### src/rtl/conv_encoder_k3.sv
// Rate-1/2 K=3 convolutional encoder (g1=111, g2=101), 14-slot framed serial output.
// Optional per-frame bit-error injection when ERR_INJ_EN is defined.
module conv_encoder_k3 #(
    parameter int INFO_W = 5,
    parameter int TAIL_W = 2
) (
    input  logic              clk1,
    input  logic              reset,
    input  logic [INFO_W-1:0] din,
    input  logic              din_valid,
    output logic              din_ready,
    input  logic              err_inject,
    input  logic [3:0]        err_pos,
    output logic              coded_bit,
    output logic              frame_sync,
    output logic              frame_valid
);

    localparam int FRAME_L = 2 * (INFO_W + TAIL_W);
    localparam int SW      = $clog2(FRAME_L);
    localparam logic [SW-1:0] LAST = SW'(FRAME_L - 1);

    logic [SW-1:0]     slot_q, slot_d;
    logic [1:0]        sr_q, sr_d;
    logic [INFO_W-1:0] fw_q, fw_d;
    logic [INFO_W-1:0] hold_q, hold_d;
    logic              hold_full_q, hold_full_d;
    logic              fv_q, fv_d;
    logic              coded_q, coded_d;
    logic              sync_q, sync_d;
    logic              last, accept, u_q;

    // Info bit for a slot's step; tail steps carry zero.
    function automatic logic u_of(input logic [SW-1:0] s,
                                  input logic [INFO_W-1:0] w);
        logic u;
        int   k;
        u = 1'b0;
        k = int'(s >> 1);
        for (int i = 0; i < INFO_W; i++) begin
            if (i == k) u = w[i];
        end
        return u;
    endfunction

    function automatic logic enc_bit(input logic [SW-1:0] s,
                                     input logic [INFO_W-1:0] w,
                                     input logic [1:0] sr);
        logic u;
        u = u_of(s, w);
        return s[0] ? (u ^ sr[1]) : (u ^ sr[0] ^ sr[1]);
    endfunction

`ifdef ERR_INJ_EN
    logic       hold_err_q, hold_err_d;
    logic [3:0] hold_pos_q, hold_pos_d;
    logic       fw_err_q, fw_err_d;
    logic [3:0] fw_pos_q, fw_pos_d;
`else
    logic unused_err;
    assign unused_err = ^{err_inject, err_pos};
`endif

    assign din_ready   = ~hold_full_q;
    assign coded_bit   = coded_q;
    assign frame_sync  = sync_q;
    assign frame_valid = fv_q;

    always_comb begin
        last        = (slot_q == LAST);
        slot_d      = last ? '0 : slot_q + 1'b1;
        accept      = din_valid & din_ready;
        u_q         = u_of(slot_q, fw_q);
        hold_d      = hold_q;
        hold_full_d = hold_full_q;
        fw_d        = fw_q;
        fv_d        = fv_q;
        sr_d        = sr_q;
`ifdef ERR_INJ_EN
        hold_err_d  = hold_err_q;
        hold_pos_d  = hold_pos_q;
        fw_err_d    = fw_err_q;
        fw_pos_d    = fw_pos_q;
`endif
        if (last) begin
            sr_d        = '0;
            fw_d        = hold_full_q ? hold_q : '0;
            fv_d        = hold_full_q;
            hold_full_d = 1'b0;
`ifdef ERR_INJ_EN
            fw_err_d    = hold_full_q & hold_err_q;
            fw_pos_d    = hold_pos_q;
`endif
        end else if (slot_q[0]) begin
            // sr = {s2, s1}: shift the step's info bit in
            sr_d = {sr_q[0], u_q};
        end
        if (accept) begin
            hold_d      = din;
            hold_full_d = 1'b1;
`ifdef ERR_INJ_EN
            hold_err_d  = err_inject;
            hold_pos_d  = err_pos;
`endif
        end
        sync_d  = (slot_d == '0);
        coded_d = enc_bit(slot_d, fw_d, sr_d);
`ifdef ERR_INJ_EN
        if (fw_err_d && (int'(slot_d) == int'(fw_pos_d))) coded_d = ~coded_d;
`endif
    end

    always_ff @(posedge clk1) begin
        if (!reset) begin
            slot_q      <= '0;
            sr_q        <= '0;
            fw_q        <= '0;
            hold_q      <= '0;
            hold_full_q <= 1'b0;
            fv_q        <= 1'b0;
            coded_q     <= 1'b0;
            sync_q      <= 1'b1;
`ifdef ERR_INJ_EN
            hold_err_q  <= 1'b0;
            hold_pos_q  <= '0;
            fw_err_q    <= 1'b0;
            fw_pos_q    <= '0;
`endif
        end else begin
            slot_q      <= slot_d;
            sr_q        <= sr_d;
            fw_q        <= fw_d;
            hold_q      <= hold_d;
            hold_full_q <= hold_full_d;
            fv_q        <= fv_d;
            coded_q     <= coded_d;
            sync_q      <= sync_d;
`ifdef ERR_INJ_EN
            hold_err_q  <= hold_err_d;
            hold_pos_q  <= hold_pos_d;
            fw_err_q    <= fw_err_d;
            fw_pos_q    <= fw_pos_d;
`endif
        end
    end

endmodule
### config.mk
export PLATFORM = sky130hd
export DESIGN_NAME = conv_encoder_k3
export DESIGN_NICKNAME = d
export VERILOG_FILES = /design/src/rtl/conv_encoder_k3.sv
export SDC_FILE = /design/constraint.sdc
export NUM_CORES = 1
export LEC_CHECK = 0
export BUFFER_PORTS_ARGS = -buffer_cell sky130_fd_sc_hd__buf_2
export CORE_ASPECT_RATIO = 1.5
export CORE_MARGIN = 2
export CORE_UTILIZATION = 39
export DETAILED_ROUTE_END_ITERATION = 7
export GPL_ROUTABILITY_DRIVEN = 0
export RECOVER_POWER = 100
export SETUP_SLACK_MARGIN = 0.05
export SLEW_MARGIN = 20
export SYNTH_ARGS = -nofsm -noshare
export SYNTH_HDL_FRONTEND = slang
export SYNTH_SLANG_ARGS = --single-unit
### constraint.sdc
create_clock -name clk1 -period 1.53 [get_ports clk1]
set_input_delay 0.0765 -clock clk1 [delete_from_list [all_inputs] [get_ports clk1]]
set_output_delay 0.0765 -clock clk1 [all_outputs]
set_load 0.05 [all_outputs]
Yosys cells after proc, flatten, opt, wreduce, memory -nomap -nowiden
Index checks and enable logic that the tools add are counted.

storage, ports and cells
  register bits = 20
  input port bits = 13
  output and inout port bits = 4
  logic and storage cells = 45

operators by class
  add/sub/neg operators = 1
  eq/ne operators = 9
  mux-type cells = 18
  bitwise operators = 5
  reduce and logical (&&, ||, !) cells = 4

operators with widths
  kind                   number
  $logic_not A32 Y1      2
  $eq A3 B3 Y1 const A   6
  $mux W1                13
  $mux W5                2
  $eq A2 B3 Y1 const A   2
  $add A4 B1 Y4 const B  1
  $eq A4 B4 Y1 const B   1
  $logic_not A4 Y1       1
  $mux W2                2
  $mux W4                1
  $xor A1 B1 Y1          3
  $reduce_bool A2 Y1     1
  $and A1 B1 Y1          1
  $not A1 Y1             1

Depth between registers and ports, before layout
Gate-level depths: netlist (run 1).

  word-level depth = 11
  mapped depth = 7
  mapped depth without buffers = 6

Worst setup path after synthesis (run 1)
No wires, ideal clock.

  kind = reg2reg
  from = register slot_q[2]
  to = register coded_q, in the netlist coded_bit
  library setup time = 0.115 ns
  data arrival time = 1.314 ns
  data required time = 1.415 ns
  slack = 0.101 ns
  cell stages (with the launch flop) = 7
  path buffers = 0
  period minus slack after synthesis = 1.429 ns
  cells stage by stage = dfxtp_1 mux2i_1 mux2i_1 a32oi_2 mux2i_1 xor2_1 and2_1

between the ends
  longest elaborated chain between the ends = 11
  elaborated cells on any way between the ends = 30
  classes of those cells = 1 x add/sub; 9 x eq/ne; 15 x mux; 3 x bitwise; 2 x reduce/logical

RTL lines
  item                                          RTL line  text
  start: declaration                            23        logic [SW-1:0] slot_q, slot_d;
  start signal: assignment                      130       slot_q <= slot_d;
  $add A4 B1 Y4, or another cell as far along   71        slot_d = last ? '0 : slot_q + 1'b1;
  $mux W4 or $mux W1 (tied branches)            71, 41
  $logic_not A32 Y1 or $mux W1 (tied branches)  41        if (i == k) u = w[i];
  $mux W1 (3 in series)                         41
  $mux W1 or $mux W2 (tied branches)            41, 94
  $mux W1 or $mux W2 (tied branches)            41, 85
  $xor A1 B1 Y1 (2 in series)                   51        return s[0] ? (u ^ sr[1]) : (u ^ sr[0] ^ sr[1]);
  $mux W1 (*)                                   51
  end signal: assignment                        136       coded_q <= coded_d;
  end: declaration                              29        logic coded_q, coded_d;

Every way passes the cells marked *; elsewhere a longest branch is shown, timed or not.
A chain may end at the register's enable or synchronous reset.

Final worst setup path (run 1)
Same ends and word-level chain as after synthesis.

==> results.cfg, run 1 <==
[timing]
setup_viol = 1
tightest_slew_ps = 589.2
slew_headroom_pct = 60.89
max_freq_mhz = 651.1
setup_slack_ps = -5.854
fin_skew_ps = 3.005
period_share_pct = 100.4
fin_tns_setup_ps = -5.854
rsz0062_at_grt = true
final_hold_viol_count = 0
period_minus_slack_ps = 1536
report.final.slew_viol_count = 0

[cells_and_area]
fin_cells = 151
nFillCells = 250
finalNetCount = 141
area_growth_pct = 13.81
layout-drive-gt1-share_pct = 22.83
final_core_util_pct = 45.97
antenna_cells = 0
final_common_cell = dfxtp_1
mostFrequentLayoutCells = 18 x dfxtp_1, 15 x nand2_1, 10 x nor2b_1

[route]
drtAntennaViolNets = 0
wl_um = 1847
vias = 774
wl_met1_um = 788
dr_wl_met3_um = 49
wl_per_cell_um = 12.23
top_layer_used = met4
drt_pass1_iterations = 4
first_iter_violations = 12
via_per_inst = 5.126
drc = 0
wl_met2_um = 994

[setup_path]
crit_arrival_ps = 1740
start_kind = register
cp.required_ps = 1740
crit_path_end_kind = register
path_max_fanout = 6
crit_type = reg -> reg

[synth]
yosysUniqueCellTypes = 34
synth-async-reset-ratio_pct = 0
synth_area_leader_cell = dfxtp_1
synthCells = 110
yosysWarnings = 0
seq_area_frac_synth_pct = 40.92
syn_nets = 123
synth_edf_count = 0
ys_ff_latch = 20
synthFlopType = dfxtp_1
syn_avg_cell_area_um2 = 8.895
synth.area.top_cells = dfxtp_1 41%, mux2i_1 8.2%, nor2b_1 6.4%
syn_area_um2 = 978.4
netlist.area_leader.share_pct = 40.92

[die]
chipWidth_um = 44.90
initial_core_util_pct = 40.39
fp.dieH_um = 65.35
core_area_um2 = 2422
io_pins = 17
dieArea_um2 = 2934
rows = 22

[power]
leakage_nw = 0.4310
vdd_drop_max_mv = 0.5924
power_uw = 998.6
powerDensity_nw_per_um2 = 896.8

[placement]
dp.cells = 145
port_buffers = 11
dp_hpwl_um = 1334
pre_cts_slack_ps = -67.07

[clock_network]
cts-htree-levels = 1
ctsLongestPathBuffers = 2
cts_buffers = 3
cts_hold_buffers = 0
cts_sinks = 20
clk-insertion-delay-late_ps = 300
cts-root-buf = clkbuf_4
clkSlewWorstSetupHoldPaths_ps = 110
tritoncts = built

[global_routing]
grt.overflow.total = 0
grt_pass1_wl_um = 3215
grt_pass1_vias = 748
grt_use_total_pct = 14.77
antenna_found_initial = 0
grt_max_degree = 20

[worst_hold_path]
hold_path_class = in -> reg

[status]
failed_checks = setup timing
status = finished, violations left

[flow_run]
max-cap-violations = 0
==> per-layer routing <==
| layer | track usage [%] | up-vias |
|---|---|---|
| li1 | - | 407 |
| met1 | 17.01 | 351 |
| met2 | 26.27 | 14 |
| met3 | 1.648 | 2 |
| met4 | 6.618 | 0 |
| met5 | 0 | - |
==> synthesized netlist by cell type, drive strengths merged, types with 3 or more instances <==
cell / number
o21ai: 9
dfxtp: 20
buf: 4
nand3: 7
a21oi: 3
and2: 3
nand2: 16
a21boi: 8
nand2b: 3
mux2i: 8
clkbuf: 4
nor2b: 10
==> logic make-up (layout without fill, tap and decap cells) <==
logic type	count (synthesis)	count (layout)	share of synthesized area, %
xor+xnor	2	2	1.791
mux	8	8	8.184
flops	20	20	40.92
simple gates	46	46	25.83
buf+inv	9	26	6.010
compound gates	25	25	17.27
==> stage by stage <==
stage / instance area (um2) / hold WS, ps
2_1_floorplan: 978.4 / 159.1
3_3_place_gp: 1069 / 339.2
3_5_place_dp: 1069 / 343.6
4_1_cts: 1120 / 17.11
5_1_grt: 1114 / 25.31
6_report: 1114 / 24.57
==> repair_timing <==
item                                    in CTS  in global routing
pin swaps                                    1                  2
buffers inserted                             1                  1
resized for setup                            3                  3
endpoints found under the setup margin       1                  6
cloned                                       0                  0
==> path summary, 6_finish.rpt <==
path	start	endpoint	slack (ps)	depth (start not counted)
hold reg to reg	frame_valid	frame_valid	470	2
hold / removal	din[4]	hold_q[4]	20	3
setup / recovery	slot_q[2]	coded_bit	-6	6
setup reg to reg	slot_q[2]	coded_bit	-6	6
==> critical path: stages, from the launching register on <==
cell and delay [ps]:
dfxtp_4 390, mux2i_2 230, mux2i_1 120, a32oi_2 230, mux2i_1 240, xor2_1 80, and2_1 150
==> power breakdown <==
group,internal [mW],switching [mW]
Clock,0.145,0.164
Sequential,0.541,0.0167
Combinational,0.0582,0.0739
==> sequential cells by signal (all words and copies together) (netlist names) <==
name         count
hold_q           5
coded_bit        1
fw_q             5
slot_q           4
sr_q             2
frame_sync       1
frame_valid      1
hold_full_q      1
==> cell type report <==
type / count / area [um2] / share of cell area, %
well taps: 24 / 30.03 / 2.697
clock buffers: 4 / 36.28 / 3.258
repair buffers: 21 / 112.6 / 10.11
inverters: 1 / 3.754 / 0.3371
multi-input cells: 81 / 525.5 / 47.19
flip-flops and latches: 20 / 405.4 / 36.40
Note: power is estimated with default switching activity, not from simulation.
==> run 2, diff against run 1 <==
--- a/config.mk
+++ b/config.mk
@@ -5,7 +5,7 @@
 export SDC_FILE = /design/constraint.sdc
 export NUM_CORES = 1
 export LEC_CHECK = 0
-export BUFFER_PORTS_ARGS = -buffer_cell sky130_fd_sc_hd__buf_2
+export BUFFER_PORTS_ARGS = -buffer_cell sky130_fd_sc_hd__clkbuf_2
 export CORE_ASPECT_RATIO = 1.5
 export CORE_MARGIN = 2
 export CORE_UTILIZATION = 39
==> run 2 against run 1 <==
The flow now finishes without violations. Flip-flop and latch count unchanged. Clock-buffer cell count unchanged. Largest power group unchanged. Cell count unchanged. Sequential power about the same.
==> results.cfg, run 2 (same netlist as run 1, synthesis figures left out) <==
[setup_path]
cp.required_ps = 1740
crit_path_end_kind = register
crit_type = reg -> reg
start_kind = register
crit_arrival_ps = 1690
path_max_fanout = 10

[worst_hold_path]
hold_path_class = in -> reg

[clock_network]
ctsLongestPathBuffers = 2
cts-root-buf = clkbuf_4
clkSlewWorstSetupHoldPaths_ps = 110
cts_buffers = 3
cts_hold_buffers = 0
tritoncts = built
clk-insertion-delay-late_ps = 300
cts_sinks = 20
cts-htree-levels = 1

[power]
clockPowerShare_pct = 30.6
vdd_drop_max_mv = 0.6199
powerDensity_nw_per_um2 = 893.5
leakage_nw = 0.4293
internal_power_uw = 743.4
switching_share_pct = 25.12
p_sw_uw = 249.3
combPwrFrac_pct = 13.4
seq_power_share_pct = 56.1

[status]
status = complete, no violations

[timing]
max_freq_mhz = 672.9
slew_headroom_pct = 60.63
report.final.slew_viol_count = 0
period_share_pct = 97.13
rsz0062_at_grt = true
setup_slack_ps = 43.92
fin_skew_ps = 2.879
setup_viol = 0
period_minus_slack_ps = 1486
whs_ps = 29.54
tightest_slew_ps = 593.1
final_hold_viol_count = 0

[placement]
pre_cts_slack_ps = -76.78
dp_hpwl_um = 1393
port_buffers = 11

[global_routing]
grt_pass1_vias = 777
grt_pass1_wl_um = 3229
grt.overflow.total = 0
antenna_found_initial = 0
grt_max_degree = 20
grt_use_total_pct = 14.98

[die]
dieArea_um2 = 2934
chipWidth_um = 44.90
fp.dieH_um = 65.35
initial_core_util_pct = 40.39
rows = 22
io_pins = 17
core_area_um2 = 2422

[route]
drc = 0
wl_um = 1841
wl_per_cell_um = 12.19
vias = 806
drt_pass1_iterations = 4
drtAntennaViolNets = 0
via_per_inst = 5.338
first_iter_violations = 12

[cells_and_area]
finalNetCount = 141
antenna_cells = 0
final_common_cell = dfxtp_1
mostFrequentLayoutCells = 19 x dfxtp_1, 15 x nand2_1, 10 x nor2b_1
layout-drive-gt1-share_pct = 21.26
top_regs = fw_q x5, hold_q x5, slot_q x4
area_growth_pct = 13.56

[flow_run]
max-cap-violations = 0
[run 2: metal layers]
layer / track usage (%) / vias to the layer above / routed length (um)
li1: - / 410 / -
met4: 8.824 / 0 / 42
met3: 1.648 / 4 / 59
met2: 27.17 / 16 / 990
met5: 0 / - / 0
met1: 15.78 / 376 / 750
[run 2: layout make-up]
class	instances	area, um2
Fill cell	245	1311
Multi-Input combinational cell	81	525.5
Sequential cell	20	404.1
Timing Repair Buffer	21	111.4
Clock buffer	4	36.28
Tap cell	24	30.03
Inverter	1	3.754
[run 2: repair_timing]
| action | 4_1_cts | 5_1_grt |
|---|---|---|
| cloned | 0 | 0 |
| resized for setup | 5 | 0 |
| pin swaps | 1 | 0 |
| setup buffers | 2 | 0 |
| endpoints found under the setup margin | 1 | 1 |
[run 2: power by group through the flow]
| stage | Clock, mW | Sequential (mW) | Combinational (mW) |
|---|---|---|---|
| global route | 0.333 | 0.560 | 0.148 |
| floorplan | 0 | 0.575 | 0.0973 |
| global placement | 0 | 0.569 | 0.133 |
| detailed placement | 0 | 0.570 | 0.136 |
| CTS | 0.317 | 0.557 | 0.139 |
| finish | 0.303 | 0.557 | 0.133 |
[run 2: critical path: stages, from the launching register on]
cell     delay, ps
dfxtp_1        520
and2b_4        230
a32oi_1         90
o22ai_1        170
a21oi_2         90
xor2_1         150
and2_1         150
[run 2: through the flow]
stage               setup TNS (ps)  utilization, %  total power [mW]  instances  area [um2]
floorplan                        0               -            0.6721        110       978.4
detailed placement          -76.78           44.11            0.7054        145        1069
global route                -114.3           45.87             1.041        151        1111
finish                           0           45.87            0.9927        151        1111
CTS                              0           46.64             1.013        151        1130
global placement            -55.75           44.11            0.7022        145        1069
[run 2: final timing paths]
| path | to | startpoint | depth (start not counted) | slack (ps) |
|---|---|---|---|---|
| hold / removal | hold_q[2] | din[2] | 3 | 30 |
| setup reg to reg | coded_bit | slot_q[1] | 6 | 40 |
| setup / recovery | coded_bit | slot_q[1] | 6 | 40 |
| hold reg to reg | frame_valid | frame_valid | 2 | 470 |
